===== config.mk =====
export PLATFORM = sky130hd
export DESIGN_NAME = dog_stage
export DESIGN_NICKNAME = d
export VERILOG_FILES = /design/src/rtl/dog_stage.sv
export SDC_FILE = /design/constraint.sdc
export NUM_CORES = 1
export LEC_CHECK = 0
export ABC_AREA = 1
export BUFFER_PORTS_ARGS = -buffer_cell sky130_fd_sc_hd__buf_2
export CORE_UTILIZATION = 55
export CTS_CLUSTER_SIZE = 14
export DETAILED_ROUTE_END_ITERATION = 7
export GPL_ROUTABILITY_DRIVEN = 0
export PLACE_DENSITY = 0.87
export SLEW_MARGIN = 30
export SYNTH_ARGS = -nofsm -noshare
export SYNTH_HDL_FRONTEND = slang
export SYNTH_SLANG_ARGS = --single-unit

===== constraint.sdc =====
create_clock -name Clk -period 2.2 [get_ports Clk]
set_input_delay 0 -clock Clk [delete_from_list [all_inputs] [get_ports Clk]]
set_output_delay 0 -clock Clk [all_outputs]
set_load 0.02 [all_outputs]

===== src/rtl/dog_stage.sv =====
`default_nettype none
// ============================================================================
// Module      : dog_stage
// Description : Difference-of-Gaussians stage. Drops filter fill samples,
//               aligns fine/coarse streams and emits a signed 9-bit DoG pixel.
// Revision    : 1.0 - initial release
// ============================================================================
module dog_stage #(
    parameter int IMG_W = 400,
    parameter int IMG_H = 300,
    parameter int FILL  = 802,
    parameter int ALIGN = 2
) (
    input  logic       Clk,
    input  logic       Reset,
    input  logic       Clk_en,
    input  logic       sof,
    input  logic [7:0] g_fine,
    input  logic [7:0] g_coarse,
    output logic [8:0] dog,
    output logic       dog_valid,
    output logic [8:0] x,
    output logic [8:0] y,
    output logic       eol,
    output logic       eof
);

    localparam logic [11:0] c_fill  = 12'(FILL);
    localparam logic [8:0]  c_xmax  = 9'(IMG_W - 1);
    localparam logic [8:0]  c_ymax  = 9'(IMG_H - 1);
    localparam bit          c_fill0 = (FILL == 0);
    localparam bit          c_fill1 = (FILL == 1);

    typedef enum logic [1:0] {
        S_IDLE = 2'd0,
        S_FILL = 2'd1,
        S_RUN  = 2'd2
    } state_t;

    state_t      r_state;
    logic [11:0] r_fill_cnt;
    logic [8:0]  r_x_cnt;
    logic [8:0]  r_y_cnt;

    logic [7:0]  w_fine_al;
    logic [8:0]  w_diff;
    logic        w_emit;
    logic [8:0]  w_out_x;
    logic [8:0]  w_out_y;
    logic        w_eol;
    logic        w_eof;

    generate
        if (ALIGN == 0) begin : g_no_align
            assign w_fine_al = g_fine;
        end else begin : g_align
            logic [7:0] r_dly [ALIGN];

            always_ff @(posedge Clk) begin
                if (Reset) begin
                    for (int i = 0; i < ALIGN; i++) begin
                        r_dly[i] <= 8'd0;
                    end
                end else if (Clk_en) begin
                    r_dly[0] <= g_fine;
                    for (int i = 1; i < ALIGN; i++) begin
                        r_dly[i] <= r_dly[i-1];
                    end
                end
            end

            assign w_fine_al = r_dly[ALIGN-1];
        end
    endgenerate

    assign w_diff = {1'b0, w_fine_al} - {1'b0, g_coarse};

    // A sof sample is itself output only when there is nothing to fill.
    assign w_emit  = Clk_en && (sof ? c_fill0 : (r_state == S_RUN));
    assign w_out_x = sof ? 9'd0 : r_x_cnt;
    assign w_out_y = sof ? 9'd0 : r_y_cnt;
    assign w_eol   = (w_out_x == c_xmax);
    assign w_eof   = w_eol && (w_out_y == c_ymax);

    always_ff @(posedge Clk) begin
        if (Reset) begin
            r_state    <= S_IDLE;
            r_fill_cnt <= 12'd0;
            r_x_cnt    <= 9'd0;
            r_y_cnt    <= 9'd0;
            dog        <= 9'd0;
            dog_valid  <= 1'b0;
            x          <= 9'd0;
            y          <= 9'd0;
            eol        <= 1'b0;
            eof        <= 1'b0;
        end else begin
            dog_valid <= 1'b0;
            eol       <= 1'b0;
            eof       <= 1'b0;
            if (Clk_en) begin
                if (w_emit) begin
                    dog       <= w_diff;
                    x         <= w_out_x;
                    y         <= w_out_y;
                    dog_valid <= 1'b1;
                    eol       <= w_eol;
                    eof       <= w_eof;
                    if (w_eol) begin
                        r_x_cnt <= 9'd0;
                        r_y_cnt <= w_eof ? 9'd0 : w_out_y + 9'd1;
                    end else begin
                        r_x_cnt <= w_out_x + 9'd1;
                        r_y_cnt <= w_out_y;
                    end
                end
                if (sof) begin
                    r_fill_cnt <= 12'd1;
                    if (!w_emit) begin
                        r_x_cnt <= 9'd0;
                        r_y_cnt <= 9'd0;
                    end
                    if (w_emit && w_eof) begin
                        r_state <= S_IDLE;
                    end else begin
                        r_state <= (c_fill0 || c_fill1) ? S_RUN : S_FILL;
                    end
                end else begin
                    case (r_state)
                        S_FILL: begin
                            r_fill_cnt <= r_fill_cnt + 12'd1;
                            if (r_fill_cnt + 12'd1 == c_fill) begin
                                r_state <= S_RUN;
                            end
                        end
                        S_RUN: begin
                            if (w_eof) begin
                                r_state <= S_IDLE;
                            end
                        end
                        default: begin
                        end
                    endcase
                end
            end
        end
    end

endmodule
`default_nettype wire

==> metrics.yaml <==
arrival_ns: 2.25
power_density_mw_per_mm2: 609
htreeDepth: 3
crit_path_max_fanout: 3
met3WireLength_um: 594
final_max_slew_viol_count: 0
io_buffers: 49
remaining_drc_errors: 0
routed_wl_um: 9080
ys_ff_latch: 78
grt_antenna_before_repair: 0
critical_path_buf_inv_count: 2
numCtsBuffers: 9
syn_avg_cell_area_um2: 7.38
cts_tree: "yes"
grt_pass1_vias: 3540
detail_route.wl_per_cell_um: 13.0
synthFlopType: "dfxtp_1"
setup.worst_path.class: "reg2reg"
clock_latency_ns: 0.36
leakage_nw: 2.05
top_layer_used: "met4"
fp.dieArea_mm2: 0.00759
clk_pin_slew_ns: 0.08
skew_ns: 0.0106
hold_slack_ns: 0.0175
status: "completed"
grt_overflow: 0
vias: 3715
cpMaxStageDelayCell: "fa_1"
start_util_pct: 57.7
utilization_pct: 66.9
grt_max_degree: 27
peakVddDrop_v: 0.000485
synth_top_area_share_pct: 31.1
yosysUniqueCellTypes: 40
cp-end-kind: "register"
fill_cells: 581
multi_input_area_mm2: 0.00189
setup_viol: 0
worstPathCellList: "inv_1 -> ha_1 -> fa_1 -> o21ai_0 -> a21oi_1 -> o21bai_1 -> xor2_1 -> nand2_1 -> nand2_1 -> inv_1"
yosys_warnings: 0
hpwl_um: 6060
drt.antenna.violating_nets: 0
yosys.area.top_type: "dfxtp_1"
start_kind: "register"
slowest_delay_ns: 0.41
async_flop_share_pct: 0
grtUsageTotal_pct: 25.6
ys_seq_area_share_pct: 43.2
synthesis.nets: 573
cts_setup_buffers: 0
worst_hold_path_type: "in2reg"
maxCapViolCount: 0
cts-root-buf: "clkbuf_8"
drive_gt1_share_pct: 15.1
min_period_over_period_pct: 89.9
fmax_ghz: 0.506
relSlewSlack_pct: 61.7
area_growth_syn_to_layout_pct: 16.0
cp.required_ns: 2.47
synth_edf_count: 16
die_w_um: 87.1
fin_nets: 633
drt-initial-drc-count: 318
synth_cells: 540
dr_wl_met2_um: 4460
synthesis.area_mm2: 0.00399
grt_pass1_wl_um: 15200
critPathTopFamily: "adder cells"
tightest_slew_ns: 0.574
cts.path.max_buffers: 2
hold_violations: 0
period_needed_ns: 1.98
rsz0062_at_grt: "false"
core_area_mm2: 0.00691
diodes: 0
setup_tns_ns: 0
placement_rows: 30
drt-met1-wl_um: 3880
routed_via_density: 5.31
clock-sinks: 78
dr.pass1.iters: 6
synthTopCellsByArea: "dfxtp_1 (31%), edfxtp_1 (12%), nand2_1 (11%), inv_1 (7.2%), nor2_1 (6.2%)"
register_area_mm2: 0.00172
die_h_um: 87.1
io_pins: 50
==> what timing repair did <==
item	CTS	global route
hold buffers	9	0
gates resized for setup	0	0
setup endpoints to repair	0	0
hold endpoints to repair	9	0
==> report_power, final <==
group	internal [W]	total [W]	switching, W
registers	0.00148	0.00149	0.00000922
clock network	0.000585	0.00111	0.000521
logic	0.0000818	0.000220	0.000138
total	0.00215	0.00282	0.000668
==> synthesized netlist by cell type (2+ instances only) <==
cell / instances
o21ai_0: 46
dfxtp_1: 62
inv_2: 3
nor2_8: 2
xor2_1: 10
buf_1: 3
o21ai_1: 2
buf_2: 3
o211ai_1: 2
o22ai_1: 6
a21oi_1: 45
nand2_1: 112
nor2_2: 5
nor3_1: 3
nor2_1: 66
nor2_4: 3
inv_1: 76
nand4_1: 6
ha_1: 12
clkbuf_1: 10
xnor2_1: 3
edfxtp_1: 16
nand3_1: 23
nand3b_1: 2
nand2_2: 3
nor4_1: 2
==> cells by family (layout without fill, tap and decap cells) <==
kind of cell | Yosys count | after routing | share of synthesized area [%]
fa+ha+maj | 13 | 13 | 4.27
buf+inv | 97 | 160 | 9.48
xor+xnor | 13 | 13 | 2.86
flops | 78 | 78 | 43.2
simple gates | 231 | 231 | 25.8
compound gates | 108 | 108 | 14.4
==> cells in the final DEF, fill, tap and decap left out, types with 3 or more instances in the layout <==
cell	count
a21oi_1	45
buf_2	49
buf_4	8
clkbuf_8	9
dfxtp_1	62
dlygate4sd3_1	9
edfxtp_1	16
ha_1	12
inv_1	76
inv_2	3
nand2_1	112
nand2_2	3
nand3_1	23
nand4_1	6
nor2_1	66
nor2_2	5
nor2_4	3
nor3_1	3
o21ai_0	46
o22ai_1	6
xnor2_1	3
xor2_1	10
==> path summary, 6_finish.rpt <==
check                               startpoint                  end  slack (ns)  cells past startpoint
max          g_align.r_dly[0][8]$_SDFFCE_PN0P_  dog[6]$_SDFFE_PP0P_        0.22                     10
min                                g_coarse[1]  dog[1]$_SDFFE_PP0P_        0.02                      3
max reg2reg  g_align.r_dly[0][8]$_SDFFCE_PN0P_  dog[6]$_SDFFE_PP0P_        0.22                     10
min reg2reg                  y[6]$_SDFFE_PP0P_    y[6]$_SDFFE_PP0P_        0.47                      2
==> metrics by stage <==
step / setup slack [ns] / cells / total power, W / area [um2]
after global routing: 0.113 / 699 / 0.00291 / 4620
after CTS: 0.255 / 699 / 0.00282 / 4620
final: 0.222 / 699 / 0.00282 / 4620
after global placement: 0.366 / 676 / 0.00171 / 4340
after detailed placement: 0.304 / 676 / 0.00172 / 4340
after floorplan: 0.338 / 540 / 0.00166 / 3990
==> area by class of cell <==
type                       count  share of cell area [%]
tap                           96                    2.60
inverter                      80                    6.55
clock buffer                  11                    3.33
clock inverter                 3                   0.947
multi-input combinational    365                    40.8
sequential                    78                    37.2
timing repair buffer          66                    8.55
==> worst register-to-register path, cell delays in order (launching register included) <==
cell,delay [ns]
edfxtp_1,0.32
inv_1,0.05
ha_1,0.22
fa_1,0.41
o21ai_0,0.26
a21oi_1,0.12
o21bai_1,0.17
xor2_1,0.16
nand2_1,0.06
nand2_1,0.07
inv_1,0.04
==> per-layer routing <==
layer	global-route usage (%)	vias up
li1	-	1850
met1	30.6	1714
met2	44.4	130
met3	5.88	21
met4	10.9	0
met5	0	-
==> sequential cells by signal, summed over array words and instances (netlist names) <==
| register | count |
|---|---|
| y | 9 |
| x | 9 |
| dog_valid | 1 |
| r_x_cnt | 9 |
| eol | 1 |
| r_fill_cnt | 12 |
| dog | 9 |
| eof | 1 |
| r_state | 2 |
| r_y_cnt | 9 |
| g_align.r_dly | 16 |
No activity file was read; power rests on OpenSTA's default activity.
